File: src/rtl/fetch_pc_sequencer.sv
// Program-counter sequencer: picks the next PC (boot, sequential, branch, trap),
// drives the PC register enable, parks redirects across stalls and halts on budget.
module fetch_pc_sequencer #(
  parameter logic [63:0] RESET_VEC   = 64'h0,
  parameter int unsigned INSTR_BYTES = 4,
  parameter int unsigned MAX_FETCH   = 100,
  localparam int unsigned CNT_W      = $clog2(MAX_FETCH + 2)
) (
  input  logic             clk_i,
  input  logic             reset_i,
  input  logic [63:0]      pc_cur_i,
  input  logic             imem_ready_i,
  input  logic             stall_i,
  input  logic             branch_valid_i,
  input  logic [63:0]      branch_target_i,
  input  logic             trap_valid_i,
  input  logic [63:0]      trap_target_i,
  input  logic             halt_i,
  output logic [63:0]      pc_next_o,
  output logic             pc_en_o,
  output logic             flush_o,
  output logic             misalign_o,
  output logic [CNT_W-1:0] fetch_count_o,
  output logic             halted_o
);

  typedef enum logic [1:0] {S_BOOT, S_RUN, S_WAIT, S_HALT} state_e;

  localparam logic [CNT_W-1:0] CNT_LIMIT = CNT_W'(MAX_FETCH);

  state_e           state_q, state_d;
  logic [63:0]      pend_q, pend_d;
  logic             mis_q, mis_d;
  logic [CNT_W-1:0] cnt_q, cnt_d;
  logic [63:0]      seq_pc, redir_tgt, next_pc;
  logic             adv, redir, load, flush;

  function automatic logic [63:0] align4(input logic [63:0] a);
    return {a[63:2], 2'b00};
  endfunction

  function automatic logic [CNT_W-1:0] sat_inc(input logic [CNT_W-1:0] c);
    return (c == '1) ? c : c + CNT_W'(1);
  endfunction

  assign adv       = imem_ready_i & ~stall_i;
  assign seq_pc    = pc_cur_i + 64'(INSTR_BYTES);
  assign redir     = trap_valid_i | branch_valid_i;
  assign redir_tgt = trap_valid_i ? trap_target_i : branch_target_i;

  always_comb begin
    state_d = state_q;
    pend_d  = pend_q;
    mis_d   = mis_q;
    cnt_d   = cnt_q;
    next_pc = seq_pc;
    load    = 1'b0;
    flush   = 1'b0;
    case (state_q)
      S_BOOT: begin
        next_pc = RESET_VEC;
        load    = ~reset_i;
        state_d = halt_i ? S_HALT : S_RUN;
      end
      S_RUN: begin
        if (halt_i) begin
          state_d = S_HALT;
        end else if (redir) begin
          mis_d = mis_q | (redir_tgt[1:0] != 2'b00);
          if (adv) begin
            next_pc = align4(redir_tgt);
            load    = 1'b1;
            flush   = 1'b1;
          end else begin
            pend_d  = align4(redir_tgt);
            state_d = S_WAIT;
          end
        end else begin
          load = adv;
        end
      end
      S_WAIT: begin
        // A fresh trap always supersedes the parked target; a repeated branch does not.
        if (halt_i) begin
          pend_d  = '0;
          state_d = S_HALT;
        end else if (adv) begin
          next_pc = trap_valid_i ? align4(trap_target_i) : pend_q;
          load    = 1'b1;
          flush   = 1'b1;
          pend_d  = '0;
          state_d = S_RUN;
          if (trap_valid_i) mis_d = mis_q | (trap_target_i[1:0] != 2'b00);
        end else if (trap_valid_i) begin
          pend_d = align4(trap_target_i);
          mis_d  = mis_q | (trap_target_i[1:0] != 2'b00);
        end
      end
      default: ;
    endcase
    if (load && state_q != S_BOOT) begin
      cnt_d = sat_inc(cnt_q);
      if (MAX_FETCH != 0 && cnt_d == CNT_LIMIT) state_d = S_HALT;
    end
  end

  always_ff @(posedge clk_i or posedge reset_i) begin
    if (reset_i) begin
      state_q <= S_BOOT;
      pend_q  <= '0;
      mis_q   <= 1'b0;
      cnt_q   <= '0;
    end else begin
      state_q <= state_d;
      pend_q  <= pend_d;
      mis_q   <= mis_d;
      cnt_q   <= cnt_d;
    end
  end

  assign pc_next_o     = next_pc;
  assign pc_en_o       = load;
  assign flush_o       = flush;
  assign misalign_o    = mis_q;
  assign fetch_count_o = cnt_q;
  assign halted_o      = (state_q == S_HALT);

endmodule

File: config.mk
export PLATFORM = sky130hd
export DESIGN_NAME = fetch_pc_sequencer
export DESIGN_NICKNAME = d
export VERILOG_FILES = /design/src/rtl/fetch_pc_sequencer.sv
export SDC_FILE = /design/constraint.sdc
export NUM_CORES = 1
export LEC_CHECK = 0
export ABC_AREA = 0
export CAP_MARGIN = 0
export CORE_ASPECT_RATIO = 2
export CORE_MARGIN = 5
export CORE_UTILIZATION = 45
export DETAILED_ROUTE_END_ITERATION = 6
export PLACE_DENSITY = 0.84
export REMOVE_ABC_BUFFERS = 1
export SYNTH_ARGS = -nofsm -noshare
export SYNTH_HDL_FRONTEND = slang
export SYNTH_SLANG_ARGS = --single-unit
export TNS_END_PERCENT = 10
File: constraint.sdc
create_clock -name clk_i -period 3.8 [get_ports clk_i]
set_input_delay 0.76 -clock clk_i [delete_from_list [all_inputs] [get_ports clk_i]]
set_output_delay 0.76 -clock clk_i [all_outputs]
set_load 0.02 [all_outputs]
==> results_dict.tcl <==
set metrics [dict create \
    viasPerCell 6.46 \
    critPathRequiredTime_ns 3.04 \
    antenna_found_initial 10 \
    gp_congestion 0.930 \
    cp.depth 9 \
    violations "setup timing" \
    yosys_register_bits 74 \
    clk_latency_ns 0.35 \
    setup_slack_ns -0.00109 \
    hold_viol_final 0 \
    crit_path_cell_trace "clkdlybuf4s50_1, buf_4, o21a_1, and2_2, buf_12, a221oi_2, a211oi_2, a311o_1, clkdlybuf4s15_1" \
    worst-slew-pin-transition_ns 1.07 \
    hp-class "register to register" \
    finalWirelength_um 36100 \
    htree_levels 3 \
    drc_errors 0 \
    drtIter0Drc 610 \
    grt_pass1_vias 10715 \
    row_count 70 \
    synthTopCellsByArea "dfrtp_1, mux2i_1, o22a_1" \
    maxSlewViolCount 0 \
    rsz0062_at_grt "true" \
    syn_area_per_cell_um2 7.97 \
    clockBufferDepth 2 \
    r2r-start "state_q[1]" \
    synth_top_area_frac 0.221 \
    cp-startpoint "branch_valid_i" \
    relSlewSlack 0.284 \
    synth_ff_type "dfrtp_1" \
    power_density_nw_per_um2 519 \
    ctsHoldBuffers 0 \
    setup_violations 1 \
    totalPowerFinal_mw 6.67 \
    cp_max_fo 16 \
    tritoncts "built" \
    fp.coreArea_um2 18300 \
    drive_gt1_frac 0.196 \
    post-route-util 0.702 \
    synthesis.area_um2 8390 \
    ys_warn_count 0 \
    outcome "finished, violations left" \
    min_delay_path_depth 1 \
    peakVddDrop_mv 0.362 \
    leakagePower_nw 5.46 \
    maxCapViolCount 0 \
    regToRegSetupSlack_ns 1.43 \
    synth-edff-count 0 \
    critical_path.top_delay_family "buffers and inverters" \
    fmax_mhz 263 \
    startpoint_type "primary input" \
    cp_slowest_cell "clkdlybuf4s50_1" \
    grt_pass1_wl_um 55500 \
    cp-end-kind "output port" \
    critPathBufInv 4 \
    num_vias 10586 \
    fin_crit_sh 1.00 \
    synth_top_cell_by_area "dfrtp_1" \
    track_usage 0.322 \
    cts_buffers 9 \
    first_pass_iters 5 \
    fillCellCount 1508 \
    grt_overflow_total 0 \
    syn2layout_area_growth_pct 53.2 \
    post_drt_wl_per_cell_um 22.0 \
    drtAntennaViolNets 0 \
    postSynth.asyncResetShare 1.00 \
    synthCells 1053 \
    clock_sinks 74 \
    crit_end "pc_next_o[48]" \
    reg2reg_depth 9 \
    place_worst_setup_slack_ns -0.607 \
    cts.clk_slew.worst_paths_ns 0.06 \
    fin_nets 1614 \
    dieArea_um2 21600 \
    die_h_um 203 \
    crit_arrival_ns 3.04 \
    fin_worst_skew_ns 0.00678 \
    path_class "primary input to output port" \
    dp_hpwl_um 26700 \
    dieWidth_um 107 \
    r2r-end "pend_q[1]" \
    portBuffers 273 \
    grt_max_degree 129 \
    period_minus_slack_ns 3.80 \
    netlist-cell-type-count 65 \
    whs_ns 0.494 \
    initial_core_util 0.458 \
    num_io_pins 274 \
    yosysSeqAreaShare 0.221 \
    crit_path_max_incr_delay_ns 0.46 \
    cts-root-buf "clkbuf_16" \
]
## power breakdown
part | switching (mW) | internal (mW)
clock | 0.370 | 0.568
combinational | 2.53 | 1.81
sequential | 0.274 | 1.12
## cells in the final DEF, fill, tap and decap left out, types with 13 or more instances in the layout
cell	netlist	layout
nand3_1	37	36
o32ai_1	18	18
a211o_1	13	13
o22a_1	63	63
dfrtp_1	74	74
buf_4	3	167
mux2i_1	126	126
clkdlybuf4s50_1	0	173
nor2_1	49	49
xnor2_1	30	30
a31oi_1	21	20
nand2_1	123	123
buf_6	0	15
nor3_1	14	14
nand4_1	18	18
inv_1	14	13
nor4_1	16	13
a221oi_1	43	39
dlygate4sd2_1	0	57
a32oi_1	18	18
a21boi_0	27	27
o22ai_1	18	18
o21ai_0	73	72
## layer usage
layer  up-vias  wire length, um  part of all wire  global-route usage
met3       171             2010             0.056              0.0417
li1       4824                -                 -                   -
met4         0             3150             0.087               0.262
met5         -                0                 0                   0
met2       542            18200              0.50               0.561
met1      5049            12700              0.35               0.342
## through the flow
| stage | setup TNS (ns) | cells | cell area [um^2] |
|---|---|---|---|
| after floorplan | -457.37 | 943 | 7940 |
| after global placement | -18.40 | 1607 | 12400 |
| final | -0.00109 | 1638 | 12900 |
| after global routing | -0.282 | 1637 | 12800 |
| after CTS | -0.0552 | 1627 | 12800 |
| after detailed placement | -19.20 | 1607 | 12400 |
## flip-flops by register name, indices dropped and copies added (netlist names)
name and flops:
fetch_count_o 7, state_q 2, pend_q 64, misalign_o 1
## cell families after synthesis
kind of cell             Yosys count  share of synthesized area
XOR/XNOR                          40                     0.0418
buffers and inverters            124                     0.0597
AO/OA/AOI/OAI                    355                      0.318
adder cells (fa/ha/maj)            7                     0.0104
AND/OR/NAND/NOR                  324                      0.196
multiplexers                     129                      0.154
flip-flops                        74                      0.221
## final cells by class
class	instances	area [um^2]	share of cell area
diodes	11	27.5	0.00214
clock inverters	5	81.3	0.00633
inverters	14	53.8	0.00419
well taps	216	270	0.0210
flip-flops and latches	74	1850	0.144
repair buffers	454	4090	0.318
clock buffers	9	225	0.0175
multi-input cells	855	6250	0.487
## cell usage after synthesis (3+ instances only)
cell and count:
a211o_1 13, a211oi_1 10, a21boi_0 27, a21oi_1 9
a221oi_1 43, a311o_1 8, a31o_2 3, a31oi_1 21
a32o_1 4, a32oi_1 18, and2_1 10, and3_1 10
and4_1 12, buf_1 10, buf_2 19, buf_4 3
clkbuf_1 78, dfrtp_1 74, ha_1 7, inv_1 14
mux2_2 3, mux2i_1 126, nand2_1 123, nand3_1 37
nand4_1 18, nor2_1 49, nor2b_1 4, nor3_1 14
nor4_1 16, nor4b_1 3, o211ai_1 5, o21ai_0 73
o22a_1 63, o22ai_1 18, o311ai_0 5, o31a_1 4
o31ai_1 3, o32ai_1 18, or4_1 6, xnor2_1 30
xor2_1 10
## how the worst min path moves through the flow
stage | slack (ns) | to | from
2_1_floorplan | 0.45 | pend_q[0] | pend_q[0]
3_3_place_gp | 0.47 | misalign_o | misalign_o
3_5_place_dp | 0.48 | pend_q[0] | pend_q[0]
4_1_cts | 0.49 | misalign_o | misalign_o
5_1_grt | 0.51 | pend_q[0] | pend_q[0]
6_report | 0.49 | pend_q[0] | pend_q[0]
## timing repair
item,CTS,global route
resized for setup,183,40
buffers inserted,6,0
setup endpoints to repair,60,49
pin swaps,18,6
Note: power is estimated with default switching activity, not from simulation.
